`config.mk`:
```
export PLATFORM = sky130hd
export DESIGN_NAME = conv_encoder_tx_flat
export DESIGN_NICKNAME = d
export VERILOG_FILES = /design/src/rtl/conv_encoder_tx_if.sv /design/src/rtl/conv_encoder_tx.sv /design/src/flat_wrapper.sv
export SDC_FILE = /design/constraint.sdc
export NUM_CORES = 1
export LEC_CHECK = 0
export ABC_CLOCK_PERIOD_IN_PS = 2900
export CORE_ASPECT_RATIO = 0.9
export CORE_MARGIN = 4
export CORE_UTILIZATION = 53
export DETAILED_ROUTE_END_ITERATION = 10
export GPL_ROUTABILITY_DRIVEN = 0
export GPL_TIMING_DRIVEN = 0
export PLACE_DENSITY = 0.77
export RECOVER_POWER = 25
export SYNTH_ARGS = -nofsm -noshare
export SYNTH_HDL_FRONTEND = slang
export SYNTH_SLANG_ARGS = --single-unit
```
`constraint.sdc`:
```
create_clock -name HCLK -period 2.9 [get_ports HCLK]
set_clock_uncertainty 0.15 [all_clocks]
set_input_delay 0.435 -clock HCLK [delete_from_list [all_inputs] [get_ports HCLK]]
set_output_delay 0.435 -clock HCLK [all_outputs]
set_load 0.01 [all_outputs]
```
`src/rtl/conv_encoder_tx_if.sv`:
```
// Handshake bundle between the bit source, the encoder and the downstream mapper.
interface conv_encoder_tx_if;
    logic       in_valid;
    logic       in_ready;
    logic       in_bit;
    logic       in_last;
    logic [1:0] rate_sel;
    logic       out_valid;
    logic       out_ready;
    logic [1:0] sym;
    logic [1:0] keep;
    logic       out_last;
    logic       busy;

    // Source/sink side: drives data in, accepts symbols out.
    modport master (
        output in_valid, in_bit, in_last, rate_sel, out_ready,
        input  in_ready, out_valid, sym, keep, out_last, busy
    );

    // Encoder side.
    modport slave (
        input  in_valid, in_bit, in_last, rate_sel, out_ready,
        output in_ready, out_valid, sym, keep, out_last, busy
    );
endinterface

```
`src/rtl/conv_encoder_tx.sv`:
```
// K=7 rate-1/2 convolutional encoder (g0=133, g1=171) with 2/3 and 3/4
// puncture masks and zero-tail insertion; one {A,B} symbol per cycle.
module conv_encoder_tx #(
    parameter int unsigned TAIL_LEN = 6,
    parameter int unsigned K        = 7
) (
    input  logic              HCLK,
    input  logic              HRESETn,
    conv_encoder_tx_if.slave  bus
);

    localparam int unsigned SW       = K - 1;
    localparam int unsigned TCW      = (TAIL_LEN > 1) ? $clog2(TAIL_LEN) : 1;
    localparam logic        HAS_TAIL = (TAIL_LEN != 0);

    typedef enum logic [1:0] {IDLE, DATA, TAIL, DONE} state_t;

    state_t          state_q;
    logic [SW-1:0]   sreg_q;
    logic [1:0]      phase_q;
    logic [TCW-1:0]  tail_cnt_q;
    logic [1:0]      rate_q;
    logic            out_valid_q;
    logic [1:0]      sym_q;
    logic [1:0]      keep_q;
    logic            out_last_q;
    logic            busy_q;

    logic            load_c;
    logic            in_ready_c;
    logic            accept_c;
    logic            frame_start_c;
    logic            tail_last_c;
    logic [SW-1:0]   enc_sreg;
    logic            enc_b;
    logic [1:0]      enc_rate;
    logic [1:0]      enc_phase;
    logic [1:0]      period;
    logic [1:0]      phase_inc;
    logic [1:0]      sym_d;
    logic [1:0]      keep_d;
    logic [1:0]      phase_d;
    logic [SW-1:0]   sreg_d;

    // Handshake, encoder taps and puncture mask for the symbol that would load now.
    // In IDLE/DONE the next accepted bit opens a frame, so it encodes from a
    // cleared register with phase 0 and the live rate_sel.
    always_comb begin
        load_c        = ~out_valid_q | bus.out_ready;
        in_ready_c    = load_c & (state_q != TAIL);
        accept_c      = bus.in_valid & in_ready_c;
        frame_start_c = (state_q == IDLE) || (state_q == DONE);
        tail_last_c   = (tail_cnt_q == TCW'(TAIL_LEN - 1));

        enc_sreg  = frame_start_c ? '0 : sreg_q;
        enc_b     = (state_q == TAIL) ? 1'b0 : bus.in_bit;
        enc_rate  = frame_start_c ? bus.rate_sel : rate_q;
        enc_phase = frame_start_c ? 2'd0 : phase_q;

        sym_d  = {enc_b ^ enc_sreg[1] ^ enc_sreg[2] ^ enc_sreg[4] ^ enc_sreg[5],
                  enc_b ^ enc_sreg[0] ^ enc_sreg[1] ^ enc_sreg[2] ^ enc_sreg[5]};
        sreg_d = {enc_sreg[SW-2:0], enc_b};

        period = 2'd1;
        keep_d = 2'b11;
        case (enc_rate)
            2'b01: begin
                period = 2'd2;
                keep_d = (enc_phase == 2'd0) ? 2'b11 : 2'b10;
            end
            2'b10: begin
                period = 2'd3;
                case (enc_phase)
                    2'd0:    keep_d = 2'b11;
                    2'd1:    keep_d = 2'b10;
                    default: keep_d = 2'b01;
                endcase
            end
            default: begin
                period = 2'd1;
                keep_d = 2'b11;
            end
        endcase

        phase_inc = enc_phase + 2'd1;
        phase_d   = (phase_inc == period) ? 2'd0 : phase_inc;
    end

    // Frame FSM, shift register and the single registered output stage.
    always_ff @(posedge HCLK or negedge HRESETn) begin
        if (!HRESETn) begin
            state_q     <= IDLE;
            sreg_q      <= '0;
            phase_q     <= 2'd0;
            tail_cnt_q  <= '0;
            rate_q      <= 2'b00;
            out_valid_q <= 1'b0;
            sym_q       <= 2'b00;
            keep_q      <= 2'b00;
            out_last_q  <= 1'b0;
            busy_q      <= 1'b0;
        end else if (state_q == TAIL) begin
            if (load_c) begin
                out_valid_q <= 1'b1;
                sym_q       <= sym_d;
                keep_q      <= keep_d;
                phase_q     <= phase_d;
                sreg_q      <= sreg_d;
                out_last_q  <= tail_last_c;
                tail_cnt_q  <= tail_cnt_q + TCW'(1);
                if (tail_last_c) begin
                    state_q <= DONE;
                end
            end
        end else if (accept_c) begin
            out_valid_q <= 1'b1;
            sym_q       <= sym_d;
            keep_q      <= keep_d;
            phase_q     <= phase_d;
            sreg_q      <= sreg_d;
            if (frame_start_c) begin
                rate_q <= bus.rate_sel;
                busy_q <= 1'b1;
            end
            if (bus.in_last) begin
                tail_cnt_q <= '0;
                out_last_q <= ~HAS_TAIL;
                state_q    <= HAS_TAIL ? TAIL : DONE;
            end else begin
                out_last_q <= 1'b0;
                state_q    <= DATA;
            end
        end else if (load_c) begin
            out_valid_q <= 1'b0;
            if (state_q == DONE) begin
                busy_q  <= 1'b0;
                sreg_q  <= '0;
                state_q <= IDLE;
            end
        end
    end

    assign bus.in_ready  = in_ready_c;
    assign bus.out_valid = out_valid_q;
    assign bus.sym       = sym_q;
    assign bus.keep      = keep_q;
    assign bus.out_last  = out_last_q;
    assign bus.busy      = busy_q;

endmodule

```
`src/flat_wrapper.sv`:
```
// flat-port wrapper written by rule: the top's interface ports become plain ports
module conv_encoder_tx_flat 
#(
    parameter int unsigned TAIL_LEN = 6,
    parameter int unsigned K        = 7
)
  (HCLK, HRESETn, bus_in_valid, bus_in_bit, bus_in_last, bus_rate_sel, bus_out_ready, bus_in_ready, bus_out_valid, bus_sym, bus_keep, bus_out_last, bus_busy);
  conv_encoder_tx_if bus_i ();
  input  logic HCLK;
  input  logic HRESETn;
  input wire logic [$bits(bus_i.in_valid)-1:0] bus_in_valid;
  input wire logic [$bits(bus_i.in_bit)-1:0] bus_in_bit;
  input wire logic [$bits(bus_i.in_last)-1:0] bus_in_last;
  input wire logic [$bits(bus_i.rate_sel)-1:0] bus_rate_sel;
  input wire logic [$bits(bus_i.out_ready)-1:0] bus_out_ready;
  output wire logic [$bits(bus_i.in_ready)-1:0] bus_in_ready;
  output wire logic [$bits(bus_i.out_valid)-1:0] bus_out_valid;
  output wire logic [$bits(bus_i.sym)-1:0] bus_sym;
  output wire logic [$bits(bus_i.keep)-1:0] bus_keep;
  output wire logic [$bits(bus_i.out_last)-1:0] bus_out_last;
  output wire logic [$bits(bus_i.busy)-1:0] bus_busy;
  assign bus_i.in_valid = bus_in_valid;
  assign bus_i.in_bit = bus_in_bit;
  assign bus_i.in_last = bus_in_last;
  assign bus_i.rate_sel = bus_rate_sel;
  assign bus_i.out_ready = bus_out_ready;
  assign bus_in_ready = bus_i.in_ready;
  assign bus_out_valid = bus_i.out_valid;
  assign bus_sym = bus_i.sym;
  assign bus_keep = bus_i.keep;
  assign bus_out_last = bus_i.out_last;
  assign bus_busy = bus_i.busy;
  conv_encoder_tx #(.TAIL_LEN(TAIL_LEN), .K(K)) u_core (.HCLK(HCLK), .HRESETn(HRESETn), .bus(bus_i));
endmodule
```
Word level (Yosys, flattened, before mapping)
Index checks and enable logic that the tools add are counted.
Word-level totals
  bits in registers: 22
  latch bits: 0
  bits in writable memories: 0
  bits in read-only memories: 0
  output and inout port bits: 8
  word-level logic and storage cells: 96
  memories: 0
Cells by class
  add/sub/neg operators: 2
  multipliers: 0
  div/mod/pow operators: 0
  magnitude comparators: 0
  equal/unequal tests: 11
  shift operators: 0
  muxes and demuxes: 45
  bitwise logic cells: 13
  reductions and logical operators: 15
Operator list (count)
  $mux 2: 19
  $mux 6: 6
  $mux 1: 13
  $mux 3: 4
  $pmux 2 s2: 3
  $reduce_and 4->1: 2
  $reduce_bool 2->1: 4
  $xor 1x1->1: 8
  $eq 2x2->1 const B: 3
  $reduce_and 2->1: 3
  $reduce_and 3->1: 2
  $eq 2x1->1 const B: 2
  $logic_not 2->1: 2
  $ne 2x1->1 const B: 2
  $ne 2x2->1 const B: 2
  $add 3x1->3 const B: 1
  $eq 3x3->1 const B: 1
  $reduce_bool 3->1: 1
  $add 2x1->2 const B: 1
  $and 1x1->1: 2
  $eq 2x2->1: 1
  $not 1->1: 2
  $logic_or 1x1->1: 1
  $or 1x1->1: 1

Logic depth before layout (Yosys ltp)
  depth after elaboration: 9
  gate-level depth with buffers: 9

Worst setup path after synthesis
No wires, ideal clock.
  path type: register -> register
  from: register u_core.state_q[1]
  to: register u_core.phase_q[0]
  setup time: 136 ps
  arrival time: 1737 ps
  slack: 878 ps
  cell stages (with the launch flop): 9
  cells stage by stage: dfrtp_1 ha_1 buf_4 mux2i_1 inv_1 ha_1 xnor2_1 o21ai_0 o21ai_0
Between the ends
  word-level cells in the longest chain between the ends: 9
  elaborated cells on any way between the ends: 21
  those cells by class: add/sub: 1; eq/ne: 7; mux: 7; bitwise: 2; reduce/logical: 4
RTL lines
  start, declared: line conv_encoder_tx.sv:18  | state_t state_q;
  start signal, assigned: line conv_encoder_tx.sv:128  | state_q <= HAS_TAIL ? TAIL : DONE;
  $eq 2x2->1 / $logic_not 2->1 (equally long branches): line conv_encoder_tx.sv:52  | frame_start_c = (state_q == IDLE) || (state_q == DONE);
  $logic_or 1x1->1 *: line conv_encoder_tx.sv:52
  $mux 2 *
  named net u_core.enc_rate[1]: line conv_encoder_tx.sv:36  | logic [1:0] enc_rate;
  $eq 2x2->1 / $eq 2x1->1 (equally long branches): line conv_encoder_tx.sv:66  | case (enc_rate)
  $pmux 2 s2 *: line conv_encoder_tx.sv:66
  $eq 2x2->1 *: line conv_encoder_tx.sv:86  | phase_d = (phase_inc == period) ? 2'd0 : phase_inc;
  $mux 2 *: line conv_encoder_tx.sv:86
  $mux 2, on equally long branches: line conv_encoder_tx.sv:115, conv_encoder_tx.sv:103
  $mux 2 *: line conv_encoder_tx.sv:102  | end else if (state_q == TAIL) begin
  end signal, assigned: line conv_encoder_tx.sv:107  | phase_q <= phase_d;
  end signal, assigned: line conv_encoder_tx.sv:119  | phase_q <= phase_d;
  end, declared: line conv_encoder_tx.sv:20  | logic [1:0] phase_q;
The timed path passes the listed nets; every way through them passes the cells marked *. The select of a mux whose other input is x is not followed.
A chain may end at the register's enable or synchronous reset.

Final worst setup path
  from: register u_core.state_q[0]
  to: output port bus_in_ready
Between the ends
  word-level cells in the longest chain between the ends: 2
RTL lines
  $ne 2x2->1: line conv_encoder_tx.sv:50  | in_ready_c = load_c & (state_q != TAIL);
  $and 1x1->1: line conv_encoder_tx.sv:50
  end, declared: line flat_wrapper.sv:16  | output wire logic [$bits(bus_i.in_ready)-1:0] bus_in_ready;
No other way between the ends.

==> flow_metrics.env <==
export IMPL_peakVddDrop_mv=0.573
export IMPL_path_delay_family="buffers and inverters"
export IMPL_cts_tree="built"
export IMPL_clock_latency_ns=0.30
export IMPL_cts_resized=0
export IMPL_path_cells="inv_1 -> ha_1 -> clkbuf_1 -> nor2_1 -> clkdlybuf4s50_1"
export IMPL_slowest_delay_ns=0.57
export IMPL_wl_um=2240
export IMPL_clock_fmax_mhz=390
export IMPL_ctsLongestPathBuffers=2
export IMPL_fin_setup_tns_ns=0
export IMPL_io_buffers=15
export IMPL_synth_top_area_share_pct=46.1
export IMPL_grt_pass1_vias=939
export IMPL_grt_overflow=0
export IMPL_critPathBufInv=3
export IMPL_nets=163
export IMPL_num_rows=16
export IMPL_layout_setup_ws_ns=0.334
export IMPL_hold_viol=0
export IMPL_path_clk_slew_ns=0.12
export IMPL_synth_fp_nets=143
export IMPL_drt_vias_per_instance=5.42
export IMPL_synth_cell_types=26
export IMPL_chipWidth_um=58.1
export IMPL_cp_required_ns=2.32
export IMPL_maxCapViolations=0
export IMPL_slew_headroom_pct=35.6
export IMPL_layout_commonest_cell="nand2_1"
export IMPL_arrival_ns=1.98
export IMPL_grt_setup_unrepaired="no"
export IMPL_wl_per_cell_um=13.0
export IMPL_pre_cts_ws_ns=0.522
export IMPL_cts_made_buffers=3
export IMPL_grt_usage_pct=17.1
export IMPL_diodes=0
export IMPL_criticalPathCategory="reg -> out"
export IMPL_synth_seq_cells=22
export IMPL_drive_gt1_share_pct=5.52
export IMPL_setup_worst_path_start_class="flip-flop"
export IMPL_cp_slowest_cell="clkdlybuf4s50_1"
export IMPL_synth_edf_count=0
export IMPL_postSynth_asyncResetShare_pct=100
export IMPL_layout_cells_non_filler=172
export IMPL_status="finished clean"
export IMPL_period_minus_slack_ns=2.57
export IMPL_yosysSeqAreaShare_pct=46.1
export IMPL_place_hpwl_um=1740
export IMPL_final_cell_mix="nand2_1, dfrtp_1, o21ai_0"
export IMPL_ys_flop_type="dfrtp_1"
export IMPL_cts_hold_fix_buffers=0
export IMPL_path_max_fanout=10
export IMPL_synth_area_leaders="dfrtp_1, ha_1, o21ai_0"
export IMPL_grt_max_degree=23
export IMPL_finalPower_mw=1.37
export IMPL_core_area_um2=2160
export IMPL_power_leakage_nw=0.649
export IMPL_clock_sinks=22
export IMPL_synth_area_leader_cell="dfrtp_1"
export IMPL_h_tree_depth=1
export IMPL_power_density_nw_per_um2=966
export IMPL_critPathCaptureType="output pin"
export IMPL_ant_nets=0
export IMPL_period_share_pct=88.5
export IMPL_vias=933
export IMPL_postCtsSetupBuffers=0
export IMPL_drt_iter0_markers=23
export IMPL_syn_inst=126
export IMPL_setup_viol=0
export IMPL_ys_warnings_count=0
export IMPL_antenna_found_initial=0
export IMPL_clockRootBuffer="clkbuf_4"
export IMPL_drtPass1Iterations=4
export IMPL_ios=16
export IMPL_die_h_um=53.0
export IMPL_worstMarginPinSlew_ns=0.962
export IMPL_syn_area_per_cell_um2=9.48
export IMPL_slew_viol_final=0
export IMPL_hp_class="reg -> reg"
export IMPL_dieArea_um2=3080
export IMPL_area_delta_synth_final_pct=18.4
export IMPL_synth_cell_area_um2=1190
export IMPL_grt_pass1_wl_um=4030
export IMPL_route_detailed_drc=0
export IMPL_start_util_pct=55.3
export IMPL_place_inst=168
## sequential cells by signal, summed over array words and instances (netlist names)
name	cells
u_core.rate_q	2
u_core.state_q	2
u_core.bus.out_valid	1
u_core.tail_cnt_q	3
u_core.bus.out_last	1
u_core.phase_q	2
u_core.sreg_q	6
u_core.bus.sym	2
u_core.bus.keep	2
u_core.bus.busy	1
## cells in the mapped netlist (2+ instances only)
master	instances
xor2_1	2
nor2b_1	2
dfrtp_1	22
nand2_1	23
xnor2_1	2
or4_1	2
nand3_1	3
a21o_1	5
inv_1	7
nor2_1	6
mux2i_1	3
ha_1	9
a21oi_1	5
nand2b_1	4
clkbuf_1	2
o21ai_0	18
a22o_1	2
## path summary, 6_finish.rpt
| kind | from | end | slack [ns] | depth (start not counted) |
|---|---|---|---|---|
| max | u_core.state_q[0] | bus_in_ready | 0.33 | 5 |
| min reg2reg | u_core.phase_q[0] | u_core.phase_q[0] | 0.35 | 2 |
| max reg2reg | u_core.state_q[0] | u_core.phase_q[0] | 0.65 | 9 |
| min in group asynchronous | HRESETn | u_core.sreg_q[5] | 0.57 | 1 |
| max in group asynchronous | HRESETn | u_core.tail_cnt_q[2] | 1.45 | 1 |
| min | u_core.phase_q[0] | u_core.phase_q[0] | 0.35 | 2 |
## report_power, final
group          internal, mW  leakage [nW]  switching (mW)  total [mW]
clock network        0.0766        0.0210          0.0892       0.166
registers             0.410         0.277          0.0678       0.478
logic                 0.340         0.351           0.384       0.724
## worst min-delay path, delay by kind of cell, from the launching register on
kind	cells	cell delay [ns]
compound gates	1	0.06
flops	1	0.37
simple gates	1	0.05
## per-layer routing
layer  routed length, µm  vias up  GRT usage (%)  part of all wire, %
met5                   0        -              0                    0
met4                  25        0           6.56                  1.1
met3                  82        4           3.66                  3.7
met2                1120       14           29.7                   50
met1                1010      446           20.6                   45
li1                    -      469              -                    -
## metrics by stage
stage / hold slack (ns) / utilization, % / cell area, µm²
after detailed placement: 0.330 / 63.8 / 1380
after global routing: 0.383 / 65.5 / 1420
after floorplan: -0.0106 / - / 1190
after CTS: 0.359 / 65.5 / 1420
final: 0.353 / 65.5 / 1420
after global placement: 0.313 / 63.8 / 1380
## cell type report
type                            count  area [µm²]
Buffer                              3        15.0
Clock buffer                        4        36.3
Fill cell                         181         747
Inverter                            7        26.3
Multi-Input combinational cell     94         603
Sequential cell                    22         551
Tap cell                           27        33.8
Timing Repair Buffer               15         150
## logic make-up (layout without fill, tap and decap cells)
family / after synthesis / after routing / synth area share (%)
simple gates: 44 / 44 / 17.1
compound gates: 32 / 32 / 15.6
flops: 22 / 22 / 46.1
buf+inv: 10 / 29 / 3.46
fa+ha+maj: 9 / 9 / 9.42
xor+xnor: 5 / 5 / 4.92
mux: 4 / 4 / 3.46
No activity file was read; power rests on OpenSTA's default activity.
